### src/rtl/btn_pkg.sv
// btn_pkg: shared FSM state type and default timing constants for the button event path
package btn_pkg;

    typedef enum logic [1:0] {LOCKOUT, IDLE, PRESSED, LONG} btn_state_e;

    localparam int BTN_LONG_TICKS   = 1000;
    localparam int BTN_REPEAT_TICKS = 200;
    localparam int BTN_CNT_W        = 16;

endpackage

### src/rtl/btn_event_decoder_if.sv
// btn_event_decoder_if: debounced level in, single-cycle button events and held level out
interface btn_event_decoder_if;

    logic cleanbtn;
    logic press;
    logic release_evt;
    logic long_press;
    logic repeat_evt;
    logic held;

    modport master (input cleanbtn, output press, release_evt, long_press, repeat_evt, held);
    modport slave (output cleanbtn, input press, release_evt, long_press, repeat_evt, held);

endinterface

### src/rtl/btn_event_decoder_hold_timer.sv
// hold_timer: CNT_W up-counter with sync clear/enable; tc flags count == term-1
module hold_timer #(
    parameter int CNT_W = 16
) (
    input  logic             msclk,
    input  logic             rst,
    input  logic             clr,
    input  logic             en,
    input  logic [CNT_W-1:0] term,
    output logic [CNT_W-1:0] count,
    output logic             tc
);

    always_ff @(posedge msclk)
        count <= (rst || clr) ? '0 : en ? count + CNT_W'(1) : count;

    assign tc = count == term - CNT_W'(1);

endmodule

### src/rtl/btn_event_decoder.sv
// btn_event_decoder: turns the debounced button level into press/release/long/repeat pulses
module btn_event_decoder
    import btn_pkg::*;
#(
    parameter int LONG_TICKS   = BTN_LONG_TICKS,
    parameter int REPEAT_TICKS = BTN_REPEAT_TICKS,
    parameter int CNT_W        = BTN_CNT_W
) (
    input logic                 msclk,
    input logic                 rst,
    btn_event_decoder_if.master bus
);

    if (LONG_TICKS < 1 || LONG_TICKS >= (1 << CNT_W) || REPEAT_TICKS < 0 || REPEAT_TICKS >= (1 << CNT_W)) begin : g_bad_params
        $error("btn_event_decoder: tick parameters out of range for CNT_W");
    end

    localparam logic [CNT_W-1:0] LT     = CNT_W'(LONG_TICKS);
    localparam logic [CNT_W-1:0] RT     = CNT_W'(REPEAT_TICKS);
    localparam bit               RPT_EN = REPEAT_TICKS != 0;

    btn_state_e       state, state_n;
    logic             clr, en, tc;
    logic [CNT_W-1:0] count, term;
    logic             press_n, release_n, long_n, repeat_n;

    hold_timer #(.CNT_W(CNT_W)) u_timer (
        .msclk(msclk),
        .rst  (rst),
        .clr  (clr),
        .en   (en),
        .term (term),
        .count(count),
        .tc   (tc)
    );

    // release wins over long/repeat because it is tested first in each held state
    always_comb begin
        state_n   = state;
        press_n   = 1'b0;
        release_n = 1'b0;
        long_n    = 1'b0;
        repeat_n  = 1'b0;
        clr       = 1'b0;
        en        = 1'b0;
        term      = LT;
        case (state)
            LOCKOUT: begin
                clr = 1'b1;
                if (!bus.cleanbtn) state_n = IDLE;
            end
            IDLE: begin
                clr = 1'b1;
                if (bus.cleanbtn) begin
                    state_n = PRESSED;
                    press_n = 1'b1;
                end
            end
            PRESSED: begin
                en = 1'b1;
                if (!bus.cleanbtn) begin
                    state_n   = IDLE;
                    release_n = 1'b1;
                end else if (tc) begin
                    state_n = LONG;
                    long_n  = 1'b1;
                    clr     = 1'b1;
                end
            end
            LONG: begin
                term = RT;
                en   = RPT_EN;
                if (!bus.cleanbtn) begin
                    state_n   = IDLE;
                    release_n = 1'b1;
                end else if (RPT_EN && tc) begin
                    repeat_n = 1'b1;
                    clr      = 1'b1;
                end
            end
            default: state_n = LOCKOUT;
        endcase
    end

    always_ff @(posedge msclk) begin
        if (rst) begin
            state           <= LOCKOUT;
            bus.press       <= 1'b0;
            bus.release_evt <= 1'b0;
            bus.long_press  <= 1'b0;
            bus.repeat_evt  <= 1'b0;
            bus.held        <= 1'b0;
        end else begin
            state           <= state_n;
            bus.press       <= press_n;
            bus.release_evt <= release_n;
            bus.long_press  <= long_n;
            bus.repeat_evt  <= repeat_n;
            bus.held        <= state_n == PRESSED || state_n == LONG;
        end
    end

endmodule

### src/flat_wrapper.sv
// flat-port wrapper written by rule: the top's interface ports become plain ports
module btn_event_decoder_flat import btn_pkg::*;
#(
    parameter int LONG_TICKS   = BTN_LONG_TICKS,
    parameter int REPEAT_TICKS = BTN_REPEAT_TICKS,
    parameter int CNT_W        = BTN_CNT_W
)
  (msclk, rst, bus_cleanbtn, bus_press, bus_release_evt, bus_long_press, bus_repeat_evt, bus_held);
  btn_event_decoder_if bus_i ();
  input logic msclk;
  input logic rst;
  input wire logic [$bits(bus_i.cleanbtn)-1:0] bus_cleanbtn;
  output wire logic [$bits(bus_i.press)-1:0] bus_press;
  output wire logic [$bits(bus_i.release_evt)-1:0] bus_release_evt;
  output wire logic [$bits(bus_i.long_press)-1:0] bus_long_press;
  output wire logic [$bits(bus_i.repeat_evt)-1:0] bus_repeat_evt;
  output wire logic [$bits(bus_i.held)-1:0] bus_held;
  assign bus_i.cleanbtn = bus_cleanbtn;
  assign bus_press = bus_i.press;
  assign bus_release_evt = bus_i.release_evt;
  assign bus_long_press = bus_i.long_press;
  assign bus_repeat_evt = bus_i.repeat_evt;
  assign bus_held = bus_i.held;
  btn_event_decoder #(.LONG_TICKS(LONG_TICKS), .REPEAT_TICKS(REPEAT_TICKS), .CNT_W(CNT_W)) u_core (.msclk(msclk), .rst(rst), .bus(bus_i));
endmodule
### config.mk
export PLATFORM = sky130hd
export DESIGN_NAME = btn_event_decoder_flat
export DESIGN_NICKNAME = d
export VERILOG_FILES = /design/src/rtl/btn_pkg.sv /design/src/rtl/btn_event_decoder_if.sv /design/src/rtl/btn_event_decoder_hold_timer.sv /design/src/rtl/btn_event_decoder.sv /design/src/flat_wrapper.sv
export SDC_FILE = /design/constraint.sdc
export NUM_CORES = 1
export LEC_CHECK = 0
export BUFFER_PORTS_ARGS = -buffer_cell sky130_fd_sc_hd__buf_2
export CAP_MARGIN = 20
export CORE_ASPECT_RATIO = 0.75
export CORE_MARGIN = 2
export CORE_UTILIZATION = 45
export CTS_CLUSTER_SIZE = 16
export DETAILED_ROUTE_END_ITERATION = 10
export SYNTH_ARGS = -nofsm -noshare
export SYNTH_HDL_FRONTEND = slang
export SYNTH_SLANG_ARGS = --single-unit
### constraint.sdc
create_clock -name msclk -period 2.4 [get_ports msclk]
set_clock_uncertainty 0.1 [all_clocks]
set_input_delay 0.24 -clock msclk [delete_from_list [all_inputs] [get_ports msclk]]
set_output_delay 0.24 -clock msclk [all_outputs]
set_load 0.02 [all_outputs]
Word-level counts from Yosys, hierarchy flattened
Index checks and enable logic that the tools add are counted.
W data, S select, Z words.
- equal/unequal tests: 6
- add/sub/neg operators: 2
- bitwise operators: 4
- muxes and demuxes: 12
- reduce and logical (&&, ||, !) cells: 10
- operators by type and width (cell ; number):
    $add A16 B1 Y16 const B ; 1
    $eq A16 B16 Y1 ; 1
    $sub A16 B1 Y16 const B ; 1
    $reduce_or A2 Y1 ; 7
    $mux W10 ; 1
    $eq A2 B2 Y1 const B ; 4
    $mux W2 ; 4
    $pmux W2 S3 ; 1
    $mux W1 ; 5
    $not A1 Y1 ; 4
    $eq A2 B1 Y1 const B ; 1
    $logic_not A2 Y1 ; 1
    $logic_or A1 B1 Y1 ; 2
    $pmux W1 S2 ; 1
- output and inout port bits: 5
- word-level logic and storage cells: 41
- register bits: 23
- bits of input ports: 3

Longest topological paths before layout
Gate-level depths: netlist of run 1.
- depth in word-level cells: 9
- gate-level depth with buffers: 7
- depth with buffers taken out: 6

Cells and area by module
A second synthesis of run 1 with hierarchy kept.
- cells, all modules: 176
- area, all modules: 1452.6 um^2
- modules (own cells, without submodules) (module ; area each (um^2) ; cells each ; instances ; sequential area each (um^2)):
    hold_timer ; 1147.4 ; 143 ; 1 ; 320.3
    btn_event_decoder ; 305.3 ; 33 ; 1 ; 140.1

Worst setup path after synthesis of run 1
Ideal clock, no wire load.
- path kind: register -> register
- from: register u_core.state[1]
- to: register u_core.u_timer.count[8]
- library setup time: 115 ps
- path slack: 357 ps
- buffers on the path: 1
- required time: 2185 ps
- clock period less this slack: 2043 ps
- stages on the path, launching flop included: 7
- arrival: 1828 ps
- path through: dfxtp_1 -> ha_1 -> or4b_4 -> a2111oi_4 -> a211o_4 -> buf_12 -> nor2_2
- longest elaborated chain between the ends: 8
- elaborated cells between the ends (all ways): 14
- classes of those cells: add/sub: 1; eq/ne: 4; mux: 5; reduce/logical: 4
- RTL lines (element ; line ; text):
    from (decl) ; btn_event_decoder.sv:22 ; btn_state_e state, state_n;
    from (signal assigned) ; btn_event_decoder.sv:94 ; state <= state_n;
    $eq A2 B2 Y1 ; btn_event_decoder.sv:47 ; case (state)
    $mux W10 ; btn_event_decoder.sv:47 ;
    $sub A16 B1 Y16 ; btn_event_decoder_hold_timer.sv:17 ; assign tc = count == term - CNT_W'(1);
    $eq A16 B16 Y1 ; btn_event_decoder_hold_timer.sv:17 ;
    $mux W1 ; btn_event_decoder.sv:64, btn_event_decoder.sv:76 ;
    $mux W1 ; btn_event_decoder.sv:61 ; if (!bus.cleanbtn) begin
    $pmux W1 S2 ; btn_event_decoder.sv:47 ;
    $logic_or A1 B1 Y1 ; btn_event_decoder_hold_timer.sv:15 ; count <= (rst || clr) ? '0 : en ? count + CNT_W'(1) : count;
    to (signal assigned) ; btn_event_decoder_hold_timer.sv:15 ;
    to (decl) ; btn_event_decoder_hold_timer.sv:10 ; output logic [CNT_W-1:0] count,
Parallel ways exist; a longest one is shown, timed or not.
A chain may end at the register's enable or synchronous reset.

Worst setup path in the final report of run 1
- from: register u_core.state[1]
- to: register u_core.u_timer.count[7]
The elaborated chain is that of the path after synthesis.

==> flow_summary_export.csv, run 1 <==
group,metric,value,unit
outcome,status,"complete, no violations",
synth,synthesis.area,1142,sq um
setup_path,end_kind,"register",
grt,grt_max_degree,16,
die,ios,8,
synth,synthesis.nets,127,
timing,slew_headroom,0.7078,
die,fp.dieArea,2962,sq um
setup_path,worstPathMaxFanout,15,
routing,drt-total-wl,2.134,mm
clock_tree,cts-root-buf,"clkbuf_4",
synth,synth-main-ff-cell,"dfxtp_1",
clock_tree,cts_setup_buffers,0,
clock_tree,cts_sinks,23,
clock_tree,cts_tree,"done",
power,p_total,0.6374,mW
routing,dr.first_iter.drc_count,19,
clock_tree,clock_path_buffers,2,
setup_path,crit_chain,"ha_1 > or4b_4 > a2111oi_4 > a211o_4 > nor2_1",
synth,yosysSeqAreaShare,0.4031,
synth,async_flop_share,0,
clock_tree,cts_resized,0,
grt,grt_overflow,0,
place,dp_hpwl,1.597,mm
grt,grt_pass1_wl,3.470,mm
synth,yosys_warnings,0,
timing,setup_viol,0,
grt,grt_pass1_vias,718,
clock_tree,clk_pin_slew,0.13,ns
timing,fin_crit,2.266,ns
setup_path,slowest_stage,"or4b_4",
timing,timing.final.hold_violations,0,
synth,ys_ff_latch,23,
final_layout,area_growth,5.914,%
power,p_leak,0.3722,nW
setup_path,worst-path-buf-inv,0,
timing,report.final.slew_viol_count,0,
power,ir_worst_vdd,0.3239,mV
setup_path,critical_path_class,"register to register",
setup_path,slowest_delay,0.52,ns
die,core_area,2346,sq um
timing,timing.hold.ws,0.1154,ns
final_layout,fin_area,1210,sq um
grt,antenna_found_initial,0,
timing,rsz0062_at_grt,"no",
synth,synth_area_leaders,"dfxtp_1, xnor2_1, ha_1, nor2_2, nor2_1",
grt,grt_use_total,0.1558,
final_layout,finalNonFillerCells,160,
final_layout,drive_gt1_frac,0.2143,
setup_path,required,2.50,ns
routing,vias,849,
clock_tree,cts_buffers,3,
job,cap_violations,0,
timing,post-route-period-util,0.9441,
timing,fmax,0.4413,GHz
place,place_congestion,0.7528,
clock_tree,cts_hold_buf,0,
synth,synthCells,119,
setup_path,reg2reg_slack,0.13,ns
timing,tightest_slew,0.4272,ns
die,die_w,62.18,um
die,die_h,47.64,um
routing,drtPass1Iterations,4,
setup_path,worstPathArrival,2.37,ns
synth,synth_edf_count,0,
die,start_util,0.4869,
place,dpl_cell_area,1184,sq um
place,place_inst,156,
synth,synth.distinct_cells,36,
power,power.density,526.8,nW/um^2
hold_path,hold_path_class,"input port to register",
routing,post-route-drc-count,0,
final_layout,antenna_cells,0,
setup_path,critPathLaunchType,"register",
die,row_count,15,
synth,synth.top_cell.area_share,0.4031,
synth,avgSynthCellArea,9.600,sq um
clock_tree,cts-htree-levels,1,
routing,ant_nets,0,
final_layout,finalNetCount,135,
setup_path,critPathTopFamily,"compound AO/OA/AOI/OAI gates",
routing,avgRoutedWirePerCell,13.34,um
timing,setup_tns,0,ns
routing,viasPerCell,5.306,
synth,synth_area_leader_cell,"dfxtp_1",
final_layout,n_fill_cell,231,
place,numPortBuffers,7,
clock_tree,clk_latency,0.31,ns
## worst register-to-register path: stages, from the launching register on
cell and delay, ns:
dfxtp_1 0.43, ha_1 0.32, or4b_4 0.52, a2111oi_4 0.39, a211o_4 0.34, nor2_1 0.08
## cells in the mapped netlist, types with 2 or more instances
library cell,count
a21oi_1,3
a31oi_1,3
clkbuf_1,2
dfxtp_1,23
ha_1,5
inv_1,5
nand2_1,7
nand3_1,3
nand4_1,4
nor2_1,8
nor2_2,10
nor3_1,5
nor4_1,3
o21ai_0,4
or3_1,3
xnor2_1,10
xor2_1,2
## metal layers
| metal | wire length (um) | global-route usage | vias up |
|---|---|---|---|
| met5 | 0 | 0 | - |
| met2 | 876 | 0.2370 | 8 |
| met4 | 0 | 0.02667 | 0 |
| li1 | - | - | 444 |
| met1 | 1191 | 0.2233 | 397 |
| met3 | 66 | 0.04941 | 0 |
## kinds of logic after synthesis
| group | count (synthesis) | share of synthesized area |
|---|---|---|
| AND/OR/NAND/NOR | 51 | 0.2596 |
| AO/OA/AOI/OAI | 18 | 0.1358 |
| flip-flops | 23 | 0.4031 |
| adder cells (fa/ha/maj) | 5 | 0.05476 |
| XOR/XNOR | 12 | 0.09200 |
| buffers and inverters | 10 | 0.05476 |
## area by class of cell
class / instances / area, sq um / area share
Clock buffer: 4 / 26.28 / 0.02172
Inverter: 5 / 18.77 / 0.01551
Multi-Input combinational cell: 86 / 619.3 / 0.5119
Sequential cell: 23 / 460.4 / 0.3806
Tap cell: 34 / 42.54 / 0.03516
Timing Repair Buffer: 8 / 42.54 / 0.03516
## sequential cells by signal, summed over array words and instances, names as in the netlist
name                    cells
u_core.u_timer.count       16
u_core.bus.long_press       1
u_core.bus.held             1
u_core.bus.press            1
u_core.bus.release_evt      1
u_core.bus.repeat_evt       1
u_core.state                2
## stage by stage
stage | setup WS, ns | util
2_1_floorplan | 0.3565 | -
3_3_place_gp | 0.2664 | 0.5045
3_5_place_dp | 0.1623 | 0.5045
4_1_cts | 0.1474 | 0.5157
5_1_grt | 0.03387 | 0.5157
6_report | 0.1341 | 0.5157
## layout by cell type, fill, tap and decap left out, types with 2 or more instances in the layout
cell type / Yosys / layout
inv_1: 5 / 5
o21ai_0: 4 / 4
xnor2_1: 10 / 10
buf_2: 1 / 7
nand2_1: 7 / 7
nor2_1: 8 / 8
a21oi_1: 3 / 3
clkbuf_4: 0 / 3
nor2_2: 10 / 10
nor3_1: 5 / 5
nor4_1: 3 / 3
dfxtp_1: 23 / 23
a31oi_1: 3 / 3
ha_1: 5 / 5
or3_1: 3 / 3
nand4_1: 4 / 4
nand3_1: 3 / 3
xor2_1: 2 / 2
## power by group
part           leakage (nW)  total, mW  internal (mW)  switching (mW)
clock                0.0150      0.177         0.0649           0.112
sequential            0.186      0.397          0.390         0.00698
combinational         0.172     0.0633         0.0238          0.0396
## worst paths after layout
kind                                               from                 endpoint  cells after the start
worst max-delay path                    u_core.state[1]  u_core.u_timer.count[7]                      5
worst min-delay path                                rst   u_core.bus.release_evt                      2
worst max register to register          u_core.state[1]  u_core.u_timer.count[7]                      5
worst min register to register  u_core.u_timer.count[0]  u_core.u_timer.count[0]                      1
Power figures use the tool's default switching activity.
==> run 2, diff against run 1 <==
ABC_AREA = 1   (was unset)
CORE_UTILIZATION = 40   (was 45)
==> run 2 against run 1 <==
Power increased by 16%. Largest power group unchanged. Combinational power grew 46%. Sequential cell count unchanged. Sequential power is 1% higher. Highest routed layer is now met4. Sequential share of layout area is 4.3 points lower.
==> flow_summary_export.csv, run 2 <==
group,metric,value,unit
power,clkPwrFrac,0.328,
synth,synth_most_common_cell,"nand2_1",
clock_tree,cts_buffers,3,
setup_path,crit_start,"u_core.state[0]",
power,power_switching,0.2003,mW
grt,grt_pass1_vias,952,
clock_tree,clock_path_buffers,2,
power,p_sw_frac,0.2720,
place,place_congestion,0.8089,
synth,synth_area_leaders,"dfxtp_1, nand2_1, nor2_1, nand3_1, inv_1",
timing,setup_viol,0,
timing,tightest_slew,0.3067,ns
place,dp_hpwl,1.872,mm
die,die_w,68.42,um
timing,fin_crit,1.816,ns
final_layout,mostFrequentLayoutCells,"nand2_1, nor2_1, dfxtp_1",
die,core_area,2957,sq um
clock_tree,cts_setup_buffers,0,
synth,synthesis.nets,185,
setup_path,required,2.45,ns
setup_path,rr_endpoint,"u_core.u_timer.count[11]",
final_layout,top_regs,"u_core.u_timer.count (16), u_core.state (2)",
final_layout,layout.cells.most_common,"nand2_1",
synth,async_flop_share,0,
grt,grt_pass1_wl,4.409,mm
routing,post-route-drc-count,0,
setup_path,critPathLaunchType,"register",
setup_path,crit_end,"u_core.u_timer.count[11]",
routing,viasPerCell,4.800,
timing,post-route-period-util,0.7566,
grt,antenna_found_initial,0,
clock_tree,cts_sinks,23,
synth,yosysSeqAreaShare,0.3698,
synth,avgSynthCellArea,7.034,sq um
synth,yosys_warnings,0,
clock_tree,clk_latency,0.27,ns
hold_path,hold_path_class,"input port to register",
power,ir_worst_vdd,0.2542,mV
synth,synth_edf_count,0,
setup_path,reg2reg_from,"u_core.state[0]",
setup_path,worstPathArrival,1.86,ns
die,ios,8,
grt,grt_use_total,0.1669,
timing,setup_tns,0,ns
routing,drtPass1Iterations,4,
clock_tree,cts_hold_buf,0,
timing,fmax,0.5507,GHz
power,power.density,540.4,nW/um^2
setup_path,worstPathMaxFanout,9,
die,start_util,0.4211,
synth,synth-main-ff-cell,"dfxtp_1",
final_layout,largest_reg_flops,16,
final_layout,top_register,"u_core.u_timer.count",
timing,timing.final.hold_violations,0,
clock_tree,cts_tree,"done",
final_layout,antenna_cells,0,
synth,synthTopCellsByCount,"nand2_1, nor2_1, dfxtp_1",
routing,drt-total-wl,2.463,mm
clock_tree,cts-htree-levels,1,
routing,dr.first_iter.drc_count,66,
job,cap_violations,0,
power,p_leak,0.4959,nW
outcome,status,"complete, no violations",
power,p_comb_frac,0.125,
timing,rsz0062_at_grt,"no",
routing,avgRoutedWirePerCell,10.95,um
die,die_h,52.32,um
setup_path,end_kind,"register",
final_layout,finalNetCount,196,
timing,timing.hold.ws,0.09816,ns
setup_path,r2r_cells,8,
routing,vias,1080,
final_layout,area_growth,9.447,%
grt,grt_max_degree,15,
grt,grt_overflow,0,
clock_tree,cts-root-buf,"clkbuf_8",
synth,synth_area_leader_cell,"dfxtp_1",
setup_path,critical_path_class,"register to register",
place,numPortBuffers,7,
synth,synthesis.area,1245,sq um
timing,slew_headroom,0.7950,
final_layout,drive_gt1_frac,0.1337,
power,internal_power,0.5361,mW
synth,synth.distinct_cells,21,
die,row_count,17,
routing,ant_nets,0,
synth,synthCells,177,
clock_tree,cts_resized,0,
clock_tree,clk_pin_slew,0.09,ns
synth,synth.top_cell.area_share,0.3698,
setup_path,reg2reg_slack,0.58,ns
synth,ys_ff_latch,23,
power,seq_power_share,0.546,
die,fp.dieArea,3579,sq um
timing,report.final.slew_viol_count,0,
run 2: cell count changes in the layout (fill, tap and decap cells not counted), sizes merged, moves of 4 or more:
cell,change
xnor2,-9
inv,+16
nand4,+5
nand2,+32
xor2,+4
nand3,+12
nor2,+20
a21oi,+7
run 2: per-layer routing:
layer / up-vias / track usage / routed length, um
met1: 471 / 0.2382 / 1314
met4: 0 / 0.04000 / 19
met3: 4 / 0.05161 / 90
met2: 14 / 0.2420 / 1039
met5: - / 0 / 0
li1: 591 / - / -
run 2: cells by family (layout without fill, tap and decap cells):
kind of cell | after synthesis | in the layout | share of synthesized area
xor gates and xnor gates | 7 | 7 | 0.04925
adders and majority gates | 5 | 5 | 0.05025
DFF | 23 | 23 | 0.3698
and+or+nand+nor | 107 | 107 | 0.4030
AOI/OAI and AO/OA | 13 | 13 | 0.05527
buffers and inverters | 22 | 32 | 0.07236
run 2: how the worst min path moves through the flow:
stage                            start                       to  slack [ns]  depth (start not counted)
4_1_cts                            rst   u_core.bus.release_evt         0.1                          2
6_report                           rst   u_core.bus.release_evt         0.1                          2
3_5_place_dp   u_core.u_timer.count[0]  u_core.u_timer.count[0]        0.34                          1
2_1_floorplan                      rst   u_core.bus.release_evt        0.22                          1
3_3_place_gp   u_core.u_timer.count[0]  u_core.u_timer.count[0]        0.34                          1
5_1_grt                            rst   u_core.bus.release_evt        0.11                          2
run 2: worst max-delay path: stages, from the launching register on:
cell     delay (ns)
dfxtp_1        0.44
inv_1          0.07
ha_1           0.26
nor2_4         0.28
inv_2          0.15
nand3_1        0.14
nor2_4         0.07
xor2_1         0.13
nor2_1         0.05
run 2: final cells by class:
type                            count  area (sq um)
Fill cell                         297          1594
Inverter                           21         78.83
Tap cell                           38         47.55
Sequential cell                    23         460.4
Timing Repair Buffer                7         35.03
Clock buffer                        3         41.29
Clock inverter                      1         5.005
Multi-Input combinational cell    132         694.4
run 2: power by group through the flow:
stage	Combinational (mW)	Clock (mW)	Sequential (mW)
after detailed placement	0.0931	0	0.411
after floorplan	0.0664	0	0.415
final	0.0924	0.242	0.402
after global placement	0.0919	0	0.410
after CTS	0.0932	0.253	0.402
after global routing	0.106	0.274	0.404
run 2: stage by stage:
| stage | area [sq um] | power, mW | worst slack, ns | utilization | instances |
|---|---|---|---|---|---|
| after global placement | 1316 | 0.5021 | 0.5981 | 0.4452 | 221 |
| after global routing | 1363 | 0.7839 | 0.3762 | 0.4609 | 225 |
| final | 1363 | 0.7363 | 0.5841 | 0.4609 | 225 |
| after floorplan | 1245 | 0.4811 | 0.8482 | - | 177 |
| after CTS | 1363 | 0.7490 | 0.5706 | 0.4609 | 225 |
| after detailed placement | 1316 | 0.5044 | 0.5937 | 0.4452 | 221 |
